## config.mk

```make
export PLATFORM = sky130hd
export DESIGN_NAME = fifo_wr_arbiter_flat
export DESIGN_NICKNAME = d
export VERILOG_FILES = /design/src/rtl/fifo_wr_arbiter_pkg.sv /design/src/rtl/fifo_wr_arbiter_if.sv /design/src/rtl/fifo_wr_arbiter_rr_picker.sv /design/src/rtl/fifo_wr_arbiter.sv /design/src/flat_wrapper.sv
export SDC_FILE = /design/constraint.sdc
export NUM_CORES = 1
export LEC_CHECK = 0
export BUFFER_PORTS_ARGS = -buffer_cell sky130_fd_sc_hd__buf_2
export CORE_ASPECT_RATIO = 0.6
export CORE_MARGIN = 5
export CORE_UTILIZATION = 30
export DETAILED_ROUTE_END_ITERATION = 16
export PLACE_DENSITY = 0.77
export SETUP_SLACK_MARGIN = 0.3
export SYNTH_ARGS = -nofsm -noshare
export SYNTH_HDL_FRONTEND = slang
export SYNTH_SLANG_ARGS = --single-unit
```

## constraint.sdc

```tcl
create_clock -name wclk -period 4.1 [get_ports wclk]
set_clock_uncertainty 0.15 [all_clocks]
set_input_delay 1.025 -clock wclk [delete_from_list [all_inputs] [get_ports wclk]]
set_output_delay 1.025 -clock wclk [all_outputs]
set_load 0.05 [all_outputs]
```

## src/rtl/fifo_wr_arbiter_pkg.sv

```systemverilog
// Shared types and constants for the FIFO write-port arbiter.
package wr_arb_pkg;

    typedef enum logic {
        IDLE   = 1'b0,
        LOCKED = 1'b1
    } arb_state_t;

    localparam int STALL_CNT_W = 16;

endpackage

```

## src/rtl/fifo_wr_arbiter_if.sv

```systemverilog
// Requester-side and FIFO-side write signals of the arbiter.
// slave = arbiter, master = requesters plus FIFO write-pointer block.
interface fifo_wr_arbiter_if #(
    parameter int NUM_REQ    = 4,
    parameter int DATA_WIDTH = 32
);
    localparam int ID_W = $clog2(NUM_REQ);

    logic [NUM_REQ-1:0]            req_valid;
    logic [NUM_REQ-1:0]            req_last;
    logic [NUM_REQ*DATA_WIDTH-1:0] req_data;
    logic [NUM_REQ-1:0]            req_ready;
    logic                          wfull;
    logic                          wpush;
    logic [DATA_WIDTH-1:0]         wdata;
    logic [ID_W-1:0]               gnt_id;
    logic                          busy;

    modport slave (
        input  req_valid, req_last, req_data, wfull,
        output req_ready, wpush, wdata, gnt_id, busy
    );

    modport master (
        output req_valid, req_last, req_data, wfull,
        input  req_ready, wpush, wdata, gnt_id, busy
    );

endinterface

```

## src/rtl/fifo_wr_arbiter_rr_picker.sv

```systemverilog
// Combinational round-robin search: first set request at or after i_start,
// wrapping at NUM_REQ (which need not be a power of 2).
module rr_picker #(
    parameter int NUM_REQ = 4,
    parameter int ID_W    = $clog2(NUM_REQ)
) (
    input  logic [NUM_REQ-1:0] i_req,
    input  logic [ID_W-1:0]    i_start,
    output logic               o_found,
    output logic [ID_W-1:0]    o_idx
);

    int              w_j;
    logic [ID_W-1:0] w_sel;

    // Scan from the farthest offset down so the nearest request wins last.
    always_comb begin
        o_found = 1'b0;
        o_idx   = '0;
        w_j     = 0;
        w_sel   = '0;
        for (int k = NUM_REQ - 1; k >= 0; k--) begin
            w_j = int'(i_start) + k;
            if (w_j >= NUM_REQ) begin
                w_j = w_j - NUM_REQ;
            end
            w_sel = ID_W'(w_j);
            if (i_req[w_sel]) begin
                o_found = 1'b1;
                o_idx   = w_sel;
            end
        end
    end

endmodule

```

## src/rtl/fifo_wr_arbiter.sv

```systemverilog
// Round-robin, packet-locking arbiter for one async FIFO write port.
// Optional stall counter output enabled by macro WR_ARB_STALL_CNT_EN.
//   state  | meaning
//   IDLE   | no packet open; grant goes to round-robin candidate
//   LOCKED | multi-beat packet open; only the owner may push
module fifo_wr_arbiter
    import wr_arb_pkg::*;
#(
    parameter int NUM_REQ    = 4,
    parameter int DATA_WIDTH = 32
) (
    input  logic                   wclk,
    input  logic                   wrst,
`ifdef WR_ARB_STALL_CNT_EN
    output logic [STALL_CNT_W-1:0] stall_cnt,
`endif
    fifo_wr_arbiter_if.slave       bus
);

    localparam int ID_W = $clog2(NUM_REQ);
    localparam logic [ID_W-1:0] LAST_ID = ID_W'(NUM_REQ - 1);

    arb_state_t       r_state;
    logic [ID_W-1:0]  r_rr_ptr;
    logic [ID_W-1:0]  r_owner;

    logic             w_cand_found;
    logic [ID_W-1:0]  w_cand_idx;
    logic [ID_W-1:0]  w_gnt_id;
    logic [NUM_REQ-1:0] w_ready;
    logic             w_push;
    logic             w_last;

    rr_picker #(
        .NUM_REQ (NUM_REQ),
        .ID_W    (ID_W)
    ) u_rr_picker (
        .i_req   (bus.req_valid),
        .i_start (r_rr_ptr),
        .o_found (w_cand_found),
        .o_idx   (w_cand_idx)
    );

    always_comb begin
        w_gnt_id = (r_state == LOCKED) ? r_owner : w_cand_idx;
        w_ready  = '0;
        if (!wrst && !bus.wfull) begin
            if (r_state == LOCKED) begin
                w_ready[r_owner] = 1'b1;
            end else if (w_cand_found) begin
                w_ready[w_cand_idx] = 1'b1;
            end
        end
        w_push = |(bus.req_valid & w_ready);
        w_last = bus.req_last[w_gnt_id];
    end

    assign bus.req_ready = w_ready;
    assign bus.wpush     = w_push;
    assign bus.wdata     = bus.req_data[w_gnt_id*DATA_WIDTH +: DATA_WIDTH];
    assign bus.gnt_id    = w_gnt_id;
    assign bus.busy      = (r_state == LOCKED);

    // The pointer only moves on a packet's last beat, so fairness is per packet.
    always_ff @(posedge wclk) begin
        if (wrst) begin
            r_state  <= IDLE;
            r_rr_ptr <= '0;
            r_owner  <= '0;
        end else begin
            case (r_state)
                IDLE: begin
                    if (w_push) begin
                        if (w_last) begin
                            r_rr_ptr <= (w_cand_idx == LAST_ID) ? '0 : w_cand_idx + 1'b1;
                        end else begin
                            r_state <= LOCKED;
                            r_owner <= w_cand_idx;
                        end
                    end
                end
                LOCKED: begin
                    if (w_push && w_last) begin
                        r_state  <= IDLE;
                        r_rr_ptr <= (r_owner == LAST_ID) ? '0 : r_owner + 1'b1;
                    end
                end
                default: r_state <= IDLE;
            endcase
        end
    end

`ifdef WR_ARB_STALL_CNT_EN
    logic [STALL_CNT_W-1:0] r_stall_cnt;

    always_ff @(posedge wclk) begin
        if (wrst) begin
            r_stall_cnt <= '0;
        end else if (|bus.req_valid && bus.wfull && (r_stall_cnt != '1)) begin
            r_stall_cnt <= r_stall_cnt + 1'b1;
        end
    end

    assign stall_cnt = r_stall_cnt;
`endif

endmodule

```

## src/flat_wrapper.sv

```systemverilog
// flat-port wrapper written by rule: the top's interface ports become plain ports
module fifo_wr_arbiter_flat import wr_arb_pkg::*;
#(
    parameter int NUM_REQ    = 4,
    parameter int DATA_WIDTH = 32
)
  (wclk, wrst, bus_req_valid, bus_req_last, bus_req_data, bus_wfull, bus_req_ready, bus_wpush, bus_wdata, bus_gnt_id, bus_busy);
  fifo_wr_arbiter_if #(.NUM_REQ(NUM_REQ), .DATA_WIDTH(DATA_WIDTH)) bus_i ();
  input  logic wclk;
  input  logic wrst;
  input wire logic [$bits(bus_i.req_valid)-1:0] bus_req_valid;
  input wire logic [$bits(bus_i.req_last)-1:0] bus_req_last;
  input wire logic [$bits(bus_i.req_data)-1:0] bus_req_data;
  input wire logic [$bits(bus_i.wfull)-1:0] bus_wfull;
  output wire logic [$bits(bus_i.req_ready)-1:0] bus_req_ready;
  output wire logic [$bits(bus_i.wpush)-1:0] bus_wpush;
  output wire logic [$bits(bus_i.wdata)-1:0] bus_wdata;
  output wire logic [$bits(bus_i.gnt_id)-1:0] bus_gnt_id;
  output wire logic [$bits(bus_i.busy)-1:0] bus_busy;
  assign bus_i.req_valid = bus_req_valid;
  assign bus_i.req_last = bus_req_last;
  assign bus_i.req_data = bus_req_data;
  assign bus_i.wfull = bus_wfull;
  assign bus_req_ready = bus_i.req_ready;
  assign bus_wpush = bus_i.wpush;
  assign bus_wdata = bus_i.wdata;
  assign bus_gnt_id = bus_i.gnt_id;
  assign bus_busy = bus_i.busy;
  fifo_wr_arbiter #(.NUM_REQ(NUM_REQ), .DATA_WIDTH(DATA_WIDTH)) u_core (.wclk(wclk), .wrst(wrst), .bus(bus_i));
endmodule
```

==> metrics <==
# IOs=179; Multi-input gate area=0.00142 mm^2; Pins Over Slew Limit=0; Worst-path clk slew=0.04 ns; Worst Path Max Fanout=4; VDD IR max=0.000279 V; Flop pwr share=0.060; Post-layout nets=466; kind of end point of the critical path=primary output; status=finished with violations; Crit path max-delay family=simple AND/OR/NAND/NOR gates; antenna violations before repair=0; HP Class=flip-flop to flip-flop; CP max-delay cell=or4b_4; count of different cell masters after synthesis=33; Area contributors post-synth=mux4_2, dfxtp_1, ha_1; global-route wire length before repair=10,400 um; CTS max path bufs=2; flop and latch count out of synthesis=5; DR vias=1,980; Main synth FF type=dfxtp_1; Rel. slew slack=0.647; post-route setup slack=-0.0386 ns; slowest stage delay, CP=0.47 ns; Net Sw Frac=0.538; met2 Use GR=0.368; met1 GRT Util=0.246; fraction of layout cells with a size suffix above 1=0.846; gp weighted congestion=0.972; row count=19; post-layout total power=1.12 mW; initial core utilization=0.310; Final period util=1.01; Worst EP required=2.92 ns; area of the die=0.00626 mm^2; Layout area overhead=110%; final WL=7490 um; worst setup path class=input pin to primary output; Final setup viols=1; fmax=0.242 GHz; Post-synth EDFFs=0; Fin. Hold Viols=0; synthesized net count=269; vias in the first global route=1,978; ys async rst share=0; DIE HEIGHT=63.3 um; crit path DAT=2.96 ns; crit path buf inv count=4; RSZ-0062 raised after global routing=true; via/cell ratio=5.18; register area share after synthesis=0.0704; Tot GR Track Use=0.208; leakage power=1.42 nW; worst slew pin tran=0.528 ns; grt ovf=0; largest net degree at the start of global routing=36; area leader, netlist=mux4_2; antenna viol nets, final=0; Critical Path, Cell by Cell=buf_8, and2b_2, nor3_2, o22ai_2, inv_2, ha_4, or4b_4, o22ai_4, nand2_1, and4_4, clkinvlp_4, buf_12; GR Layer Usage met3=0.0739; Root Driver=clkbuf_8; combinational power share=0.856; DRC Markers=0; Filler cells=373; Cells after Synth=122; Yosys top cell area share=0.507; Cell Pwr Density=376 mW/mm^2; core region area=0.00459 mm^2; failing checks=negative setup slack; fin crit period=4.14 ns; chip width=98.9 um; Sw Pwr=0.604 mW; max-cap violations=0; DR iter-0 viols=78; Pre-antenna DRT Iters=5; clk_lat worst skew=0.23 ns; clk sinks=5; CTS tree=built; HPWL after DPL=6130 um; IO Port Bufs=178; drt wl/cell=19.6 um; synthesized area=0.00142 mm^2; yosys warns=0; Mean Syn Cell Area=11.7 um^2; Top Usage Layer GRT=met2; CTS H-tree depth=1; cell-internal power=0.519 mW; CTS Hold Bufs=0; crit start category=input pin; share of total power in the clock network=0.084; top-count cell post-synth=mux4_2; Reg area=100 um^2; TritonCTS buffer count=3; top cells by count, synth=mux4_2, nand2_1, buf_2, ha_1, inv_1; hold slack=0.415 ns
metal layers:
layer,share of wire,wire (um)
met1,0.39,2900
met5,0,0
met3,0.083,625
met2,0.52,3890
met4,0.010,75
stage by stage:
stage               TNS [ns]  setup slack (ns)   util  cells  instance area (um^2)
floorplan            -0.0249           -0.0249      -    122                  1530
global placement           0            0.0106  0.558    366                  2560
detailed placement   -0.0684           -0.0684  0.558    366                  2560
CTS                 -0.00894          -0.00894  0.597    376                  2740
global route          -0.160            -0.117  0.650    381                  2980
finish               -0.0386           -0.0386  0.650    382                  2980
placed cells by master (no fill, tap or decap), types with 2 or more instances in the layout:
master       n
ha_1         6
mux4_2      32
inv_2        2
clkbuf_16    2
inv_1        4
buf_4       13
nand2_1      9
buf_8       12
clkbuf_8     3
nor2_1       4
nor2_4       2
or3_4        2
nand2b_1     5
buf_6       10
nor4_2       2
mux2i_1      5
or4b_4       4
nor2b_4      3
or2_2        2
buf_12       3
buf_2      160
dfxtp_1      5
o22ai_4      5
power groups by stage:
stage               clock network, mW  registers, mW  logic (mW)
floorplan                           0         0.0649       0.627
global placement                    0         0.0657       0.830
detailed placement                  0         0.0658       0.842
CTS                            0.0963         0.0662       0.860
global route                    0.103         0.0680        1.00
finish                         0.0945         0.0668       0.961
cells by family after synthesis:
group	share of synthesized area
and+or+nand+nor	0.178
AOI/OAI and AO/OA	0.0845
DFF	0.0704
muxes	0.542
adders and majority gates	0.0704
buffers and inverters	0.0546
final timing paths:
kind | start | end | slack, ns | depth (start not counted)
worst max-delay path | bus_req_valid[0] | bus_wpush | -0.04 | 12
worst min-delay path | u_core.r_owner[0] | u_core.r_owner[0] | 0.42 | 2
worst max register to register | u_core.r_rr_ptr[1] | u_core.r_rr_ptr[1] | 1.02 | 11
worst min register to register | u_core.r_owner[0] | u_core.r_owner[0] | 0.42 | 2
layout make-up:
cell class,instances,area share
antenna,1,0.000839
clock buffer,4,0.0151
inverter,7,0.0101
multi-input combinational,101,0.475
sequential,5,0.0335
tap,63,0.0264
timing repair buffer,201,0.439
worst reg2reg max path, delay by kind of cell, from the launching register on:
| family | cells | cell delay, ns |
|---|---|---|
| simple gates | 6 | 1.51 |
| mux | 1 | 0.13 |
| compound gates | 2 | 0.36 |
| buf+inv | 1 | 0.14 |
| flops | 1 | 0.50 |
| fa+ha+maj | 1 | 0.19 |
timing repair:
item                       CTS  global route
buffers inserted             6             2
cloned                       0             3
setup endpoints to repair   37            38
gates resized for setup     27            54
pin swaps                    4             4
Power figures use the tool's default switching activity.
